===== src/rtl/if_stage_if.sv =====
// Fetch-stage bundle: instruction-memory req/ack port plus the fetch/decode hand-off.
// The master side is the fetch stage; the slave side is memory, decode and execute.
interface if_stage_if;
  logic        imem_req_o;
  logic [31:0] imem_addr_o;
  logic        imem_ack_i;
  logic [31:0] imem_rdata_i;
  logic        stall_i;
  logic        br_taken_i;
  logic [31:0] br_target_i;
  logic        if_id_valid_o;
  logic [31:0] if_id_instruction_o;
  logic [31:0] if_id_pc_o;
  logic [31:0] if_id_pc_plus4_o;

  modport master (
    output imem_req_o, imem_addr_o,
    input  imem_ack_i, imem_rdata_i,
    input  stall_i, br_taken_i, br_target_i,
    output if_id_valid_o, if_id_instruction_o, if_id_pc_o, if_id_pc_plus4_o
  );

  modport slave (
    input  imem_req_o, imem_addr_o,
    output imem_ack_i, imem_rdata_i,
    output stall_i, br_taken_i, br_target_i,
    input  if_id_valid_o, if_id_instruction_o, if_id_pc_o, if_id_pc_plus4_o
  );
endinterface


===== src/rtl/if_stage.sv =====
// Instruction-fetch stage: owns the PC, keeps one imem request in flight, buffers
// returned words in a small FIFO and presents {instruction, pc, pc+4} to decode.
module if_stage #(
  parameter logic [31:0] RESET_PC   = 32'h0000_0000,
  parameter int          FIFO_DEPTH = 2,
  parameter logic [31:0] NOP_INSTR  = 32'h0000_0013
) (
  input  logic       clk_i,
  input  logic       rst_i,
  if_stage_if.master bus
);
  localparam int PTR_W = (FIFO_DEPTH > 1) ? $clog2(FIFO_DEPTH) : 1;
  localparam int CNT_W = $clog2(FIFO_DEPTH + 1);
  localparam logic [CNT_W-1:0] DEPTH_C = CNT_W'(FIFO_DEPTH);

  typedef enum logic [1:0] {IDLE, REQ, DISCARD} state_t;

  state_t           state_q;
  logic             req_q;
  logic [31:0]      addr_q;
  logic [31:0]      pc_q;
  logic [31:0]      instr_mem [FIFO_DEPTH];
  logic [31:0]      pc_mem    [FIFO_DEPTH];
  logic [PTR_W-1:0] rd_ptr_q, wr_ptr_q;
  logic [CNT_W-1:0] count_q, count_next;
  logic             valid, push, pop, room;
  logic [31:0]      target;

  always_comb begin
    target     = bus.br_target_i & ~32'h0000_0003;
    valid      = (count_q != '0);
    push       = (state_q == REQ) && bus.imem_ack_i && !bus.br_taken_i;
    pop        = valid && !bus.stall_i && !bus.br_taken_i;
    count_next = count_q;
    if (bus.br_taken_i)
      count_next = '0;
    else if (push && !pop)
      count_next = count_q + CNT_W'(1);
    else if (!push && pop)
      count_next = count_q - CNT_W'(1);
    room       = (count_next < DEPTH_C);
  end

  // Control state; addr_q doubles as the drop address while in DISCARD.
  always_ff @(posedge clk_i) begin
    if (rst_i) begin
      state_q  <= IDLE;
      req_q    <= 1'b0;
      pc_q     <= RESET_PC;
      count_q  <= '0;
      rd_ptr_q <= '0;
      wr_ptr_q <= '0;
    end else begin
      count_q <= count_next;
      if (bus.br_taken_i) begin
        rd_ptr_q <= '0;
        wr_ptr_q <= '0;
        pc_q     <= target;
      end else begin
        if (push) begin
          wr_ptr_q <= wr_ptr_q + PTR_W'(1);
          pc_q     <= pc_q + 32'd4;
        end
        if (pop)
          rd_ptr_q <= rd_ptr_q + PTR_W'(1);
      end

      case (state_q)
        IDLE: begin
          if (bus.br_taken_i) begin
            state_q <= REQ;
            req_q   <= 1'b1;
            addr_q  <= target;
          end else if (room) begin
            state_q <= REQ;
            req_q   <= 1'b1;
            addr_q  <= pc_q;
          end
        end
        REQ: begin
          if (bus.br_taken_i) begin
            if (bus.imem_ack_i)
              addr_q  <= target;
            else
              state_q <= DISCARD;
          end else if (bus.imem_ack_i) begin
            if (room) begin
              addr_q <= pc_q + 32'd4;
            end else begin
              state_q <= IDLE;
              req_q   <= 1'b0;
            end
          end
        end
        DISCARD: begin
          if (bus.imem_ack_i) begin
            state_q <= IDLE;
            req_q   <= 1'b0;
          end
        end
        default: begin
          state_q <= IDLE;
          req_q   <= 1'b0;
        end
      endcase
    end
  end

  // Buffer storage holds data only and needs no reset.
  always_ff @(posedge clk_i) begin
    if (push) begin
      instr_mem[wr_ptr_q] <= bus.imem_rdata_i;
      pc_mem[wr_ptr_q]    <= pc_q;
    end
  end

  assign bus.imem_req_o          = req_q;
  assign bus.imem_addr_o         = addr_q;
  assign bus.if_id_valid_o       = valid;
  assign bus.if_id_instruction_o = valid ? instr_mem[rd_ptr_q] : NOP_INSTR;
  assign bus.if_id_pc_o          = valid ? pc_mem[rd_ptr_q] : 32'h0;
  assign bus.if_id_pc_plus4_o    = valid ? (pc_mem[rd_ptr_q] + 32'd4) : 32'h0;

  a_no_push_when_full: assert property (@(posedge clk_i) disable iff (rst_i)
    push |-> (count_q < DEPTH_C));
endmodule

===== src/flat_wrapper.sv =====
// flat-port wrapper written by rule: the top's interface ports become plain ports
module if_stage_flat 
#(
  parameter logic [31:0] RESET_PC   = 32'h0000_0000,
  parameter int          FIFO_DEPTH = 2,
  parameter logic [31:0] NOP_INSTR  = 32'h0000_0013
)
  (clk_i, rst_i, bus_imem_req_o, bus_imem_addr_o, bus_imem_ack_i, bus_imem_rdata_i, bus_stall_i, bus_br_taken_i, bus_br_target_i, bus_if_id_valid_o, bus_if_id_instruction_o, bus_if_id_pc_o, bus_if_id_pc_plus4_o);
  if_stage_if bus_i ();
  input  logic clk_i;
  input  logic rst_i;
  output wire logic [$bits(bus_i.imem_req_o)-1:0] bus_imem_req_o;
  output wire logic [$bits(bus_i.imem_addr_o)-1:0] bus_imem_addr_o;
  input wire logic [$bits(bus_i.imem_ack_i)-1:0] bus_imem_ack_i;
  input wire logic [$bits(bus_i.imem_rdata_i)-1:0] bus_imem_rdata_i;
  input wire logic [$bits(bus_i.stall_i)-1:0] bus_stall_i;
  input wire logic [$bits(bus_i.br_taken_i)-1:0] bus_br_taken_i;
  input wire logic [$bits(bus_i.br_target_i)-1:0] bus_br_target_i;
  output wire logic [$bits(bus_i.if_id_valid_o)-1:0] bus_if_id_valid_o;
  output wire logic [$bits(bus_i.if_id_instruction_o)-1:0] bus_if_id_instruction_o;
  output wire logic [$bits(bus_i.if_id_pc_o)-1:0] bus_if_id_pc_o;
  output wire logic [$bits(bus_i.if_id_pc_plus4_o)-1:0] bus_if_id_pc_plus4_o;
  assign bus_imem_req_o = bus_i.imem_req_o;
  assign bus_imem_addr_o = bus_i.imem_addr_o;
  assign bus_i.imem_ack_i = bus_imem_ack_i;
  assign bus_i.imem_rdata_i = bus_imem_rdata_i;
  assign bus_i.stall_i = bus_stall_i;
  assign bus_i.br_taken_i = bus_br_taken_i;
  assign bus_i.br_target_i = bus_br_target_i;
  assign bus_if_id_valid_o = bus_i.if_id_valid_o;
  assign bus_if_id_instruction_o = bus_i.if_id_instruction_o;
  assign bus_if_id_pc_o = bus_i.if_id_pc_o;
  assign bus_if_id_pc_plus4_o = bus_i.if_id_pc_plus4_o;
  if_stage #(.RESET_PC(RESET_PC), .FIFO_DEPTH(FIFO_DEPTH), .NOP_INSTR(NOP_INSTR)) u_core (.clk_i(clk_i), .rst_i(rst_i), .bus(bus_i));
endmodule

===== config.mk =====
export PLATFORM = sky130hd
export DESIGN_NAME = if_stage_flat
export DESIGN_NICKNAME = d
export VERILOG_FILES = /design/src/rtl/if_stage_if.sv /design/src/rtl/if_stage.sv /design/src/flat_wrapper.sv
export SDC_FILE = /design/constraint.sdc
export NUM_CORES = 1
export LEC_CHECK = 0
export CORE_MARGIN = 1.5
export CORE_UTILIZATION = 55
export DETAILED_ROUTE_END_ITERATION = 12
export GPL_ROUTABILITY_DRIVEN = 0
export GPL_TIMING_DRIVEN = 0
export PLACE_DENSITY = 0.85
export SYNTH_ARGS = -nofsm -noshare
export SYNTH_HDL_FRONTEND = slang
export SYNTH_SLANG_ARGS = --single-unit

===== constraint.sdc =====
create_clock -name clk_i -period 15.1 [get_ports clk_i]
set_clock_uncertainty 0.2 [all_clocks]
set_input_delay 1.51 -clock clk_i [delete_from_list [all_inputs] [get_ports clk_i]]
set_output_delay 1.51 -clock clk_i [all_outputs]
set_load 0.005 [all_outputs]

==> parameters.txt <==
Parameter                              Value

Critical path
  Launching element type of the critical path ... flip-flop
  WP data required ... 13390 ps
  R2R cell count ... 14
  Critical Path AT ... 3980 ps
  Setup Crit Path Kind ... reg -> out
  Maximum fanout along the worst path ... 10
  Critical Path End Type ... output pin

Status
  Status ... completed

Flow run
  Number of max-cap violations ... 0

Synthesis
  Top flip-flop cell by instance count after synthesis ... edfxtp_1
  Post-Synthesis Cell Area ... 9380 um2
  Count of flip-flops with a built-in enable after synthesis ... 154
  Fraction of synthesized cell area taken by the top area cell type ... 49.3%
  Syn Area/Cell ... 11.4 um2
  Share of flip-flops with an asynchronous set or reset after synthesis ... 0%
  Cell type with the largest total area after synthesis ... edfxtp_1
  Yosys warning total ... 0
  Count of different cell masters after synthesis ... 62
  Top cells by area in the synthesized netlist ... edfxtp_1 49%, dfxtp_1 8.1%, mux2i_1 5.6%
  Flop and latch count out of synthesis ... 192
  Instance count of the mapped netlist ... 825
  Share of synthesized area occupied by flip-flops and latches ... 57.4%

STA
  Worst slew pin tran ... 923 ps
  Setup total negative slack ... 0 ps
  Post-layout min period ... 5690 ps
  Highest clock rate ... 0.176 GHz
  Setup repair after global routing missed its margin ... no
  Number of endpoints with negative hold slack in the final report ... 0
  Worst hold slack after final layout ... 252 ps
  Portion of the clock cycle consumed by the worst path in the final layout ... 37.7%
  Min setup slack post-route ... 9410 ps
  Number of endpoints failing setup at the final stage ... 0
  Final max-slew violation count ... 0
  Max-slew headroom ... 38.3%

Routing
  Remaining routing DRC violations ... 0
  Drt first pass iters ... 7
  Post-detailed-route count of antenna-violating nets ... 0
  Detailed-route via count ... 7458
  Iteration-0 DRC Markers ... 674
  Wirelength, routed ... 24.0 mm
  Vias per inst ... 5.85
  Post-DR wirelength/cell ... 18.8 um

Global routing
  First-pass GRT wire length ... 37.4 mm
  Number of global-route vias before repair ... 7086
  Antenna violations before repair ... 0
  Largest net degree at the start of global routing ... 63
  Residual overflow from global routing ... 0
  Total track usage ... 26.8%

Finish
  Area added between synthesis and finish ... 29.8%
  Number of fillers in the final layout ... 1163
  Final design utilization ... 73.1%
  Leading cell type in the layout, fill and taps excluded ... clkdlybuf4s50_1
  Net total in the final layout ... 1116
  Area taken by flip-flops and latches ... 5390 um2
  Antenna fix cells ... 0
  Ratio of cells with drive above 1 in the final layout ... 7.96%
  Combined area of the multi-input logic cells ... 3720 um2
  Commonest cells after routing, fill and taps aside ... 189 x clkdlybuf4s50_1, 154 x edfxtp_1, 113 x nor2_1

Clocking
  Clock latency at the later pin of the worst-skew pair ... 430 ps
  Maximum clock insertion buffer count ... 2
  Clock edge transition at the registers on the reported setup and hold paths ... 70 ps
  CTS H-tree lvls ... 4
  Cells resized by post-CTS repair ... 0
  CTS buffer count ... 17
  Clock root buffer master ... clkbuf_16
  Number of sinks driven by the clock tree ... 192
  Hold-fix buffer count after cts ... 0
  Number of buffers inserted to repair setup after CTS ... 0
  CTS tree ... built

Floorplan
  Die height ... 134 um
  Area inside the core boundary ... 16600 um2
  Die Width ... 134 um
  Number of core rows ... 47
  Top-level port count ... 199
  Full die area ... 17800 um2
  Initial standard-cell utilization of the core ... 56.3%

Power
  Comb pwr share ... 8.1%
  Post-layout power ... 1120 uW
  Net Switching ... 252 uW
  Maximum resistive drop on vdd ... 0.0922 mV
  Power density relative to cell area ... 92.0 nW/um2
  Part of the power in the clock network ... 37.5%
  Leakage power ... 0.00390 uW
  Sw Share ... 22.5%
  Internal Dissipation ... 868 uW
  Part of the total power dissipated in sequential elements ... 54.4%

Placed design
  Post-Place Worst Slack ... 9300 ps
  Port bufs ... 189
  Post-DP HPWL ... 17.3 mm

Hold path
  Class of the worst hold path ... reg -> reg
  Min-Delay Path Depth ... 0
[flip-flops by register name, summed over array words and instances, names as in the netlist, named ones only]
register,cells
u_core.pc_q,30
u_core.rd_ptr_q,1
u_core.count_q,2
u_core.pc_mem,60
u_core.wr_ptr_q,1
u_core.instr_mem,64
u_core.bus.imem_req_o,1
u_core.state_q,2
u_core.bus.imem_addr_o,30
[synthesized netlist by cell type (all sizes together) (20+ instances only)]
master / number
nor3: 23
dfxtp: 38
nand2: 51
nand4: 25
mux2i: 52
a211oi: 24
clkbuf: 26
xnor2: 44
nand3: 29
edfxtp: 154
buf: 28
nor2: 114
a21oi: 40
nor4: 20
xor2: 24
[path summary, 6_finish.rpt]
kind	from	slack, ps	end
worst max-delay path	flip-flop	9410	bus_if_id_pc_plus4_o[26]
worst min-delay path	u_core.pc_q[6]$_SDFFE_PP0P_	250	u_core.pc_mem[0][6]$_DFFE_PP_
worst max register to register	u_core.state_q[0]$_SDFFE_PP0P_	10890	u_core.bus.imem_addr_o[29]$_DFFE_PP_
worst min register to register	u_core.pc_q[6]$_SDFFE_PP0P_	250	u_core.pc_mem[0][6]$_DFFE_PP_
[power by group through the flow]
stage	Clock (uW)	Sequential [uW]	Combinational (uW)
final	420	609	90.6
after floorplan	0	617	42.1
after CTS	424	608	90.0
after global placement	0	620	85.3
after global routing	447	610	98.0
after detailed placement	0	619	88.9
[cells by family after synthesis]
family          Yosys count  synth area share, %
buf+inv                  66                 3.28
fa+ha+maj                 5                0.667
compound gates          117                 8.29
other cells               1               0.0400
mux                      58                 6.27
simple gates            318                 17.7
xor+xnor                 68                 6.35
flops                   192                 57.4
[routing by layer]
metal | track usage [%] | part of all wire (%) | vias up
met3 | 5.75 | 7.8 | 38
met1 | 35.9 | 43 | 3542
met2 | 44.2 | 47 | 395
met5 | 0 | 0 | -
met4 | 7.73 | 2.0 | 0
li1 | - | - | 3483
[metrics by stage]
stage | instance area [um2] | cells
2_1_floorplan | 9390 | 830
3_3_place_gp | 11600 | 1239
3_5_place_dp | 11600 | 1243
4_1_cts | 12200 | 1275
5_1_grt | 12200 | 1275
6_report | 12200 | 1275
[area by class of cell]
| class | count | share of cell area, % |
|---|---|---|
| sequential | 192 | 44.3 |
| multi-input combinational | 572 | 30.6 |
| timing repair buffer | 193 | 15.9 |
| clock buffer | 20 | 3.59 |
| tap | 220 | 2.26 |
| buffer | 54 | 2.16 |
| clock inverter | 12 | 0.905 |
| inverter | 12 | 0.370 |
[critical path, stage by stage, from the launching register on]
cell and delay (ps):
dfxtp_1 330, buf_6 130, buf_2 200, buf_2 310, buf_2 350, mux2_2 240, ha_1 270, nand4b_1 120
nand2_1 210, nand4_2 260, o31a_1 360, nor3_1 230, clkdlybuf4s50_1 550
Power figures use the tool's default switching activity.
